[src/rtl/alu_sequencer_pkg.sv]
// Shared opcode, flag-index and FSM state definitions for the ALU sequencer slice.
package alu_sequencer_pkg;

  localparam logic [7:0] OP_NOP = 8'h00;
  localparam logic [7:0] OP_ADD = 8'h01;
  localparam logic [7:0] OP_SUB = 8'h02;
  localparam logic [7:0] OP_SHR = 8'h0D;
  localparam logic [7:0] OP_CMP = 8'h0F;
  localparam logic [7:0] OP_MOV = 8'h80;
  localparam logic [7:0] OP_LDI = 8'hC0;

  localparam int unsigned FLAG_Z = 0;
  localparam int unsigned FLAG_C = 1;
  localparam int unsigned FLAG_S = 2;
  localparam int unsigned FLAG_P = 3;
  localparam int unsigned FLAG_O = 6;

  typedef enum logic [1:0] {
    ST_IDLE  = 2'd0,
    ST_ISSUE = 2'd1,
    ST_WAIT  = 2'd2,
    ST_WB    = 2'd3
  } state_e;

  function automatic logic is_alu_op(input logic [7:0] op);
    return ((op >= OP_ADD) && (op <= OP_SHR)) || (op == OP_CMP) || (op == OP_MOV);
  endfunction

endpackage

[src/rtl/alu_regfile.sv]
// NREGS x DATA_W register file: two async operand read ports, async debug read,
// one synchronous write port, asynchronous clear.
module alu_regfile #(
  parameter int unsigned DATA_W = 8,
  parameter int unsigned NREGS  = 4,
  localparam int unsigned AW    = $clog2(NREGS)
) (
  input  logic              clk,
  input  logic              rst_n,
  input  logic              we_i,
  input  logic [AW-1:0]     waddr_i,
  input  logic [DATA_W-1:0] wdata_i,
  input  logic [AW-1:0]     raddr_a_i,
  output logic [DATA_W-1:0] rdata_a_o,
  input  logic [AW-1:0]     raddr_b_i,
  output logic [DATA_W-1:0] rdata_b_o,
  input  logic [AW-1:0]     dbg_addr_i,
  output logic [DATA_W-1:0] dbg_data_o
);

  logic [DATA_W-1:0] regs_q [NREGS];

  always_ff @(posedge clk or negedge rst_n) begin
    if (!rst_n) begin
      for (int unsigned i = 0; i < NREGS; i++) regs_q[i] <= '0;
    end else if (we_i) begin
      regs_q[waddr_i] <= wdata_i;
    end
  end

  assign rdata_a_o  = regs_q[raddr_a_i];
  assign rdata_b_o  = regs_q[raddr_b_i];
  assign dbg_data_o = regs_q[dbg_addr_i];

endmodule

[src/rtl/alu_sequencer.sv]
// Accepts 24-bit instructions, issues register operands to an external ALU,
// waits the fixed ALU latency and writes the result/flags back.
module alu_sequencer
  import alu_sequencer_pkg::*;
#(
  parameter int unsigned DATA_W  = 8,
  parameter int unsigned NREGS   = 4,
  parameter int unsigned ALU_LAT = 2
) (
  input  logic              clk,
  input  logic              rst_n,
  input  logic [23:0]       instr,
  input  logic              instr_valid,
  output logic              instr_ready,
  output logic [7:0]        alu_sel,
  output logic [DATA_W-1:0] alu_a,
  output logic [DATA_W-1:0] alu_b,
  input  logic [DATA_W-1:0] alu_x,
  input  logic [7:0]        alu_flags,
  output logic [7:0]        flags_q,
  output logic              done,
  output logic              err,
  input  logic [1:0]        dbg_addr,
  output logic [DATA_W-1:0] dbg_data
);

  localparam int unsigned CW = $clog2(ALU_LAT + 1);

  state_e            state_q, state_d;
  logic [CW-1:0]     cnt_q, cnt_d;
  logic [7:0]        op_q, op_d;
  logic [1:0]        rd_q, rd_d;
  logic [1:0]        rs_q, rs_d;
  logic [7:0]        sel_q, sel_d;
  logic [DATA_W-1:0] a_q, a_d;
  logic [DATA_W-1:0] b_q, b_d;
  logic [7:0]        flg_q, flg_d;
  logic              done_q, done_d;
  logic              err_q, err_d;

  logic              rf_we;
  logic [1:0]        rf_waddr;
  logic [DATA_W-1:0] rf_wdata;
  logic [DATA_W-1:0] rf_rd_data;
  logic [DATA_W-1:0] rf_rs_data;

  alu_regfile #(
    .DATA_W (DATA_W),
    .NREGS  (NREGS)
  ) u_regfile (
    .clk        (clk),
    .rst_n      (rst_n),
    .we_i       (rf_we),
    .waddr_i    (rf_waddr),
    .wdata_i    (rf_wdata),
    .raddr_a_i  (rd_q),
    .rdata_a_o  (rf_rd_data),
    .raddr_b_i  (rs_q),
    .rdata_b_o  (rf_rs_data),
    .dbg_addr_i (dbg_addr),
    .dbg_data_o (dbg_data)
  );

  always_ff @(posedge clk or negedge rst_n) begin
    if (!rst_n) begin
      state_q <= ST_IDLE;
      cnt_q   <= '0;
      op_q    <= '0;
      rd_q    <= '0;
      rs_q    <= '0;
      sel_q   <= '0;
      a_q     <= '0;
      b_q     <= '0;
      flg_q   <= '0;
      done_q  <= 1'b0;
      err_q   <= 1'b0;
    end else begin
      state_q <= state_d;
      cnt_q   <= cnt_d;
      op_q    <= op_d;
      rd_q    <= rd_d;
      rs_q    <= rs_d;
      sel_q   <= sel_d;
      a_q     <= a_d;
      b_q     <= b_d;
      flg_q   <= flg_d;
      done_q  <= done_d;
      err_q   <= err_d;
    end
  end

  always_comb begin
    state_d  = state_q;
    cnt_d    = cnt_q;
    op_d     = op_q;
    rd_d     = rd_q;
    rs_d     = rs_q;
    sel_d    = sel_q;
    a_d      = a_q;
    b_d      = b_q;
    flg_d    = flg_q;
    done_d   = 1'b0;
    err_d    = 1'b0;
    rf_we    = 1'b0;
    rf_waddr = rd_q;
    rf_wdata = alu_x;

    unique case (state_q)
      ST_IDLE: begin
        if (instr_valid) begin
          if (is_alu_op(instr[23:16])) begin
            op_d    = instr[23:16];
            rd_d    = instr[15:14];
            rs_d    = instr[13:12];
            state_d = ST_ISSUE;
          end else if (instr[23:16] == OP_LDI) begin
            // LDI retires directly from IDLE through the write port; the ALU stays idle
            rf_we    = 1'b1;
            rf_waddr = instr[15:14];
            rf_wdata = DATA_W'(instr[7:0]);
            done_d   = 1'b1;
          end else begin
            err_d = 1'b1;
          end
        end
      end
      ST_ISSUE: begin
        sel_d   = op_q;
        a_d     = rf_rd_data;
        b_d     = rf_rs_data;
        cnt_d   = CW'(1);
        state_d = ST_WAIT;
      end
      ST_WAIT: begin
        if (cnt_q == CW'(ALU_LAT)) begin
          state_d = ST_WB;
        end else begin
          cnt_d = cnt_q + CW'(1);
        end
      end
      ST_WB: begin
        flg_d   = alu_flags;
        rf_we   = (op_q != OP_CMP);
        done_d  = 1'b1;
        sel_d   = OP_NOP;
        state_d = ST_IDLE;
      end
      default: state_d = ST_IDLE;
    endcase
  end

  assign instr_ready = (state_q == ST_IDLE);
  assign alu_sel     = sel_q;
  assign alu_a       = a_q;
  assign alu_b       = b_q;
  assign flags_q     = flg_q;
  assign done        = done_q;
  assign err         = err_q;

endmodule

[config.mk]
export PLATFORM = sky130hd
export DESIGN_NAME = alu_sequencer
export DESIGN_NICKNAME = d
export VERILOG_FILES = /design/src/rtl/alu_sequencer_pkg.sv /design/src/rtl/alu_regfile.sv /design/src/rtl/alu_sequencer.sv
export SDC_FILE = /design/constraint.sdc
export NUM_CORES = 1
export LEC_CHECK = 0
export CAP_MARGIN = 20
export CORE_AREA = 2 2 98 100
export DETAILED_ROUTE_END_ITERATION = 8
export DIE_AREA = 0 0 100 102
export PLACE_DENSITY = 0.83
export SYNTH_ARGS = -nofsm -noshare
export SYNTH_HDL_FRONTEND = slang
export SYNTH_HIERARCHICAL = 1
export SYNTH_SLANG_ARGS = --single-unit
export TNS_END_PERCENT = 5
[constraint.sdc]
create_clock -name clk -period 2.55 [get_ports clk]
set_clock_uncertainty 0.15 [all_clocks]
set_input_delay 0.3825 -clock clk [delete_from_list [all_inputs] [get_ports clk]]
set_output_delay 0.3825 -clock clk [all_outputs]
set_load 0.05 [all_outputs]
### After elaboration in Yosys (flattened, before gate mapping)

Index checks and enable logic that the tools add are counted.

* output and inout bits: 43
* input port bits: 45
* bits in registers: 82
* word-level logic and storage cells: 85

* add/sub/neg operators: 1
* eq/ne operators: 12
* reduce and logical (&&, ||, !) cells: 10
* mux-type cells: 36
* bitwise operators: 4
* order comparisons: 7

Operators with widths (number)
* $mux W8: 11
* $bmux W8 S2: 3
* $bwmux W32: 1
* $demux W8 S2: 1
* $eq A8 B8 Y1 const B: 2
* $mux W2: 8
* $pmux W8 S2: 1
* $ge A3 B3 Y1 const B: 4
* $not A2 Y3: 4
* $eq A8 B4 Y1 const B: 1
* $ge A8 B1 Y1 const B: 1
* $le A8 B4 Y1 const B: 1
* $ne A8 B4 Y1 const B: 1
* $pmux W2 S4: 1
* $mux W1: 7
* $eq A2 B2 Y1 const B: 3
* $ne A2 B2 Y1 const B: 3
* $reduce_and A3 Y1: 2
* $pmux W1 S2: 2
* $pmux W2 S2: 1
* $reduce_bool A2 Y1: 2
* $lt A3 B1 Y1 const B: 1
* $add A2 B1 Y2 const B: 1
* $eq A2 B1 Y1 const B: 1
* 5 further kinds: 7

### Longest topological paths before layout

* depth in word-level cells: 13
* mapped depth: 9
* mapped depth without buffers: 8

### Hierarchy

Netlist, hierarchy kept.

Modules (own cells, without submodules)
* alu_sequencer: cells an instance 160, area an instance 2197.1 um^2, times used 1, seq. area each 1251.2 um^2
* alu_regfile: cells an instance 98, area an instance 1779.2 um^2, times used 1, seq. area each 800.8 um^2

### Worst setup path after synthesis

Ideal clock, no wire load.

* path kind: register to register
* start: reg state_q[0]
* end: reg u_regfile/regs_q[24] in the netlist's numbering
* slack: -583 ps
* arrival time: 2859 ps
* required time: 2275 ps
* clock period less this slack: 3133 ps
* path buffers: 1
* setup time: 125 ps
* stages on the path, launching flop included: 9
* cells stage by stage: dfrtp_1 inv_1 ha_1 nand4_1 nor4_1 buf_2 mux2_2 nor3b_4 mux2_2

* cells in the longest elaborated chain, start to end: 8
* elaborated cells between the ends (all ways): 12
* those cells by class: 2 x order compare; 1 x eq/ne; 6 x mux; 1 x bitwise; 2 x reduce/logical

RTL lines
* start: declaration: RTL line alu_sequencer.sv:29 `state_e state_q, state_d;`
* start signal: assignment: RTL line alu_sequencer.sv:78 `state_q <= state_d;`
* $logic_not A2 Y1 *
* net instr_ready: RTL line alu_sequencer.sv:14 `output logic instr_ready,`
* $mux W2 *: RTL line alu_sequencer.sv:108 `unique case (state_q)`
* net rf_waddr[0]: RTL line alu_sequencer.sv:42 `logic [1:0] rf_waddr;`
* $not A2 Y3 (not written as such) *: RTL line alu_regfile.sv:27 `regs_q[waddr_i] <= wdata_i;`
* $ge A3 B3 Y1 (not written as such) / $lt A3 B1 Y1 (equally long branches): RTL line alu_regfile.sv:27
* $logic_and A1 B1 Y1 (not written as such): RTL line alu_regfile.sv:27
* $mux W8 (not written as such): RTL line alu_regfile.sv:27
* $demux W8 S2 *: RTL line alu_regfile.sv:27
* $bwmux W32 *: RTL line alu_regfile.sv:27
* end signal: indexed assignment: RTL line alu_regfile.sv:27
* end: declaration: RTL line alu_regfile.sv:21 `logic [DATA_W-1:0] regs_q [NREGS];`

Mark *: on every way through the listed nets, which the timed path passes. The rest lies on a longest branch.
A chain may end at the register's enable or synchronous reset.

### Worst setup path after layout

* start: in instr[16]
* end: reg u_regfile/regs_q[28] in the netlist's numbering

* cells in the longest elaborated chain, start to end: 13
* elaborated cells between the ends (all ways): 27
* those cells by class: 4 x order compare; 3 x eq/ne; 15 x mux; 1 x bitwise; 4 x reduce/logical

RTL lines
* start: declaration: RTL line alu_sequencer.sv:12 `input logic [23:0] instr,`
* $ge A8 B1 Y1 / $le A8 B4 Y1 (equally long branches): RTL line alu_sequencer_pkg.sv:26 `return ((op >= OP_ADD) && (op <= OP_SHR)) || (op == OP_CMP) || (op == OP_MOV);`
* $logic_and A1 B1 Y1: RTL line alu_sequencer_pkg.sv:26
* $logic_or A1 B1 Y1 (2 in series): RTL line alu_sequencer_pkg.sv:26
* $mux W2 *: RTL line alu_sequencer.sv:111 `if (is_alu_op(instr[23:16])) begin`
* $mux W2 *: RTL line alu_sequencer.sv:110 `if (instr_valid) begin`
* $mux W2 *: RTL line alu_sequencer.sv:108
* net rf_waddr[1]: RTL line alu_sequencer.sv:42
* $not A2 Y3 (not written as such) *: RTL line alu_regfile.sv:27
* $ge A3 B3 Y1 (not written as such) / $lt A3 B1 Y1 (equally long branches): RTL line alu_regfile.sv:27
* $logic_and A1 B1 Y1 (not written as such): RTL line alu_regfile.sv:27
* $mux W8 (not written as such): RTL line alu_regfile.sv:27
* $demux W8 S2 *: RTL line alu_regfile.sv:27
* $bwmux W32 *: RTL line alu_regfile.sv:27

Marks and branches as above.

==> flow_summary.ini <==
[run_status]
outcome = finished, final reports clean

[clock_network]
cts_tree = built
htreeDepth = 3
cts_sinks = 82
clock_latency_ns = 0.35
cts_made_buffers = 9
clk_path_buf_depth = 2
path_clk_slew_ns = 0.08
clock-root-buffer = clkbuf_8

[place]
gp_congestion = 0.8252
pre_cts_slack_ns = -0.6304
dpl_cell_area_sq_um = 5152
dpl.cell_count = 471
port_buffers = 83
hpwlAfterDp_mm = 6.736

[drt]
via_count = 2687
ant_nets = 0
route.detailed.drc = 0
drt_iter0_drc = 108
drt-vias-per-instance = 5.495
wl_mm = 9.177
first_pass_iters = 4
wire_per_inst_um = 18.77

[global_routing]
grt_start_max_net_pins = 42
antenna_found_initial = 0
grt_pass1_wl_mm = 14.90
track_usage_pct = 19.28
overflow = 0
grt_pass1_vias = 2936

[sta]
fin_ws_ns = 0.05143
setup_tns_ns = 0
worstMarginPinSlew_ns = 0.6032
post-route-min-period_ns = 2.499
fmax_mhz = 400.2
rsz0062_at_grt = yes
finalHoldViolCount = 0
setup_viol = 0
finalMaxSlewViolations = 0
whs_ns = 0.2418
relSlewSlack_pct = 59.79
period_share_pct = 97.98

[pwr]
worst_ir_drop_vdd_mv = 0.5423
p_total_mw = 7.158
powerDensity_nw_per_um2 = 1306
power_leakage_nw = 2.441

[die]
die_w_um = 100
io_pins = 88
rows = 35
dieArea_sq_um = 10200
die_h_um = 102
start_util_pct = 43.65
core_area_sq_um = 9109

[setup_path]
crit_path_top_delay_cell = or4_4
end_kind = flop
critPathArrivalTime_ns = 2.58
crit_family = simple AND/OR/NAND/NOR gates
worstSetupStartpointType = input port
critPathMaxFanout = 4
critical_path.cell_chain = clkdlybuf4s15_1 > or4_4 > nor4_4 > buf_4 > mux2_4 > nor3b_4 > buf_6 > mux2_2
crit_type = input port to flop
slowest_delay_ns = 0.54
critPathBufInv = 3
cp.required_ns = 2.63

[synthesis]
synth_area_sq_um = 3976
ys_ff_latch = 82
synthMuxAreaShare_pct = 37.13
ys_types = 34
synth_compound_area_share_pct = 2.077
synth.avg_cell_area_sq_um = 15.41
ys_top_cells_by_area = dfrtp_1 52%, mux2_2 18%, mux4_2 14%, mux2_1 3.1%, mux2i_1 2.0%
seq_area_frac_synth_pct = 51.60
synth_top_family_by_area = multiplexers
synth_area_leader_cell = dfrtp_1
synthAdderAreaFrac_pct = 1.573
synthCells = 258
synthXorXnorAreaFrac_pct = 0.2203
syn-num-nets = 308
yosysWarnings = 6
synth-simple-area-share_pct = 5.664
synth.top_cell.area_share_pct = 51.60

[final_layout]
syn_to_final_growth_pct = 37.85
stdcell_count = 489
final_area_sq_um = 5482
post-route-util_pct = 60.18
mostFrequentLayoutCells = 82 x dfrtp_1, 70 x clkdlybuf4s50_1, 61 x mux2_2
drive_above_1_share_pct = 42.33
nets = 423
antenna_cells = 0
final_common_cell = dfrtp_1

[flow_run]
maxCapViolCount = 0

[hold_path]
hp-class = input port to flop
## cells in the mapped netlist
cell,instances
nor2_1,12
mux2_1,11
ha_1,5
a211oi_1,2
o21ai_0,2
a22o_1,1
clkbuf_1,5
or3_1,1
buf_1,3
nor3b_4,1
dfrtp_1,82
nor4_4,1
mux4_2,24
nand2_1,4
nand3b_2,2
or4_4,1
inv_1,3
mux2_2,65
nor3_1,1
nand4_1,2
xor2_1,1
nor4b_1,1
mux2i_1,8
nor4_1,1
nor2b_1,4
buf_2,4
a211o_1,1
a21oi_1,3
o41ai_2,1
nand2b_1,2
o22a_1,1
buf_4,1
nand3_1,1
nand3_2,1
## area by class of cell
cell class                      instances  area [sq um]
Inverter                                3         11.26
Fill cell                             689          3627
Multi-Input combinational cell        160          1926
Clock buffer                           10         137.6
Clock inverter                          6         136.4
Timing Repair Buffer                  117          1080
Sequential cell                        82          2052
Tap cell                              111         138.9
## final timing paths
check | start | slack, ns | cells past startpoint | endpoint
worst max-delay path | instr[16] | 0.05 | 8 | u_regfile/regs_q[28]
worst min-delay path | instr[19] | 0.24 | 3 | op_q[3]
worst max register to register | state_q[1] | 0.06 | 9 | u_regfile/regs_q[28]
worst min register to register | flags_q[5] | 0.36 | 1 | flags_q[5]
max in group asynchronous | rst_n | 1.23 | 3 | u_regfile/regs_q[29]
min in group asynchronous | rst_n | 0.40 | 2 | flags_q[3]
## power by group
part           total (mW)  internal [mW]  switching, mW
Combinational        3.56           1.70           1.86
Clock                1.25          0.780          0.469
Sequential           2.34           1.83          0.512
## registers in the layout, summed over array words and instances, names as in the netlist, 2 cells and up
name	count
alu_a	8
alu_b	8
alu_sel	8
cnt_q	2
flags_q	8
op_q	8
rd_q	2
rs_q	2
state_q	2
u_regfile/regs_q	32
## kinds of logic (layout without fill, tap and decap cells)
| kind of cell | after synthesis | count (layout) |
|---|---|---|
| AO/OA/AOI/OAI | 11 | 11 |
| multiplexers | 108 | 108 |
| XOR/XNOR | 1 | 1 |
| buffers and inverters | 16 | 136 |
| adder cells (fa/ha/maj) | 5 | 5 |
| flip-flops | 82 | 82 |
| AND/OR/NAND/NOR | 35 | 35 |
## metal layers
metal | share of wire, % | up-vias | wire length, um | GRT usage [%]
met1 | 42 | 1417 | 3873 | 24.48
met4 | 1.9 | 0 | 178 | 8.114
li1 | - | 1200 | - | -
met5 | 0 | - | 0 | 0
met3 | 2.6 | 14 | 235 | 2.531
met2 | 53 | 56 | 4890 | 33.68
## worst reg2reg max path: stages (launching register included)
cell     delay [ns]
dfrtp_1        0.42
inv_2          0.10
ha_4           0.16
nand4_1        0.13
nor4_4         0.15
buf_4          0.18
mux2_4         0.35
nor3b_4        0.25
buf_6          0.16
mux2_2         0.33
## repair_timing
item	4_1_cts	5_1_grt
setup buffers	1	0
setup endpoints to repair	40	18
pin swaps	3	1
gates resized for setup	11	7
endpoints found under the hold margin	38	0
hold buffers	1	0
Power figures use the tool's default switching activity.
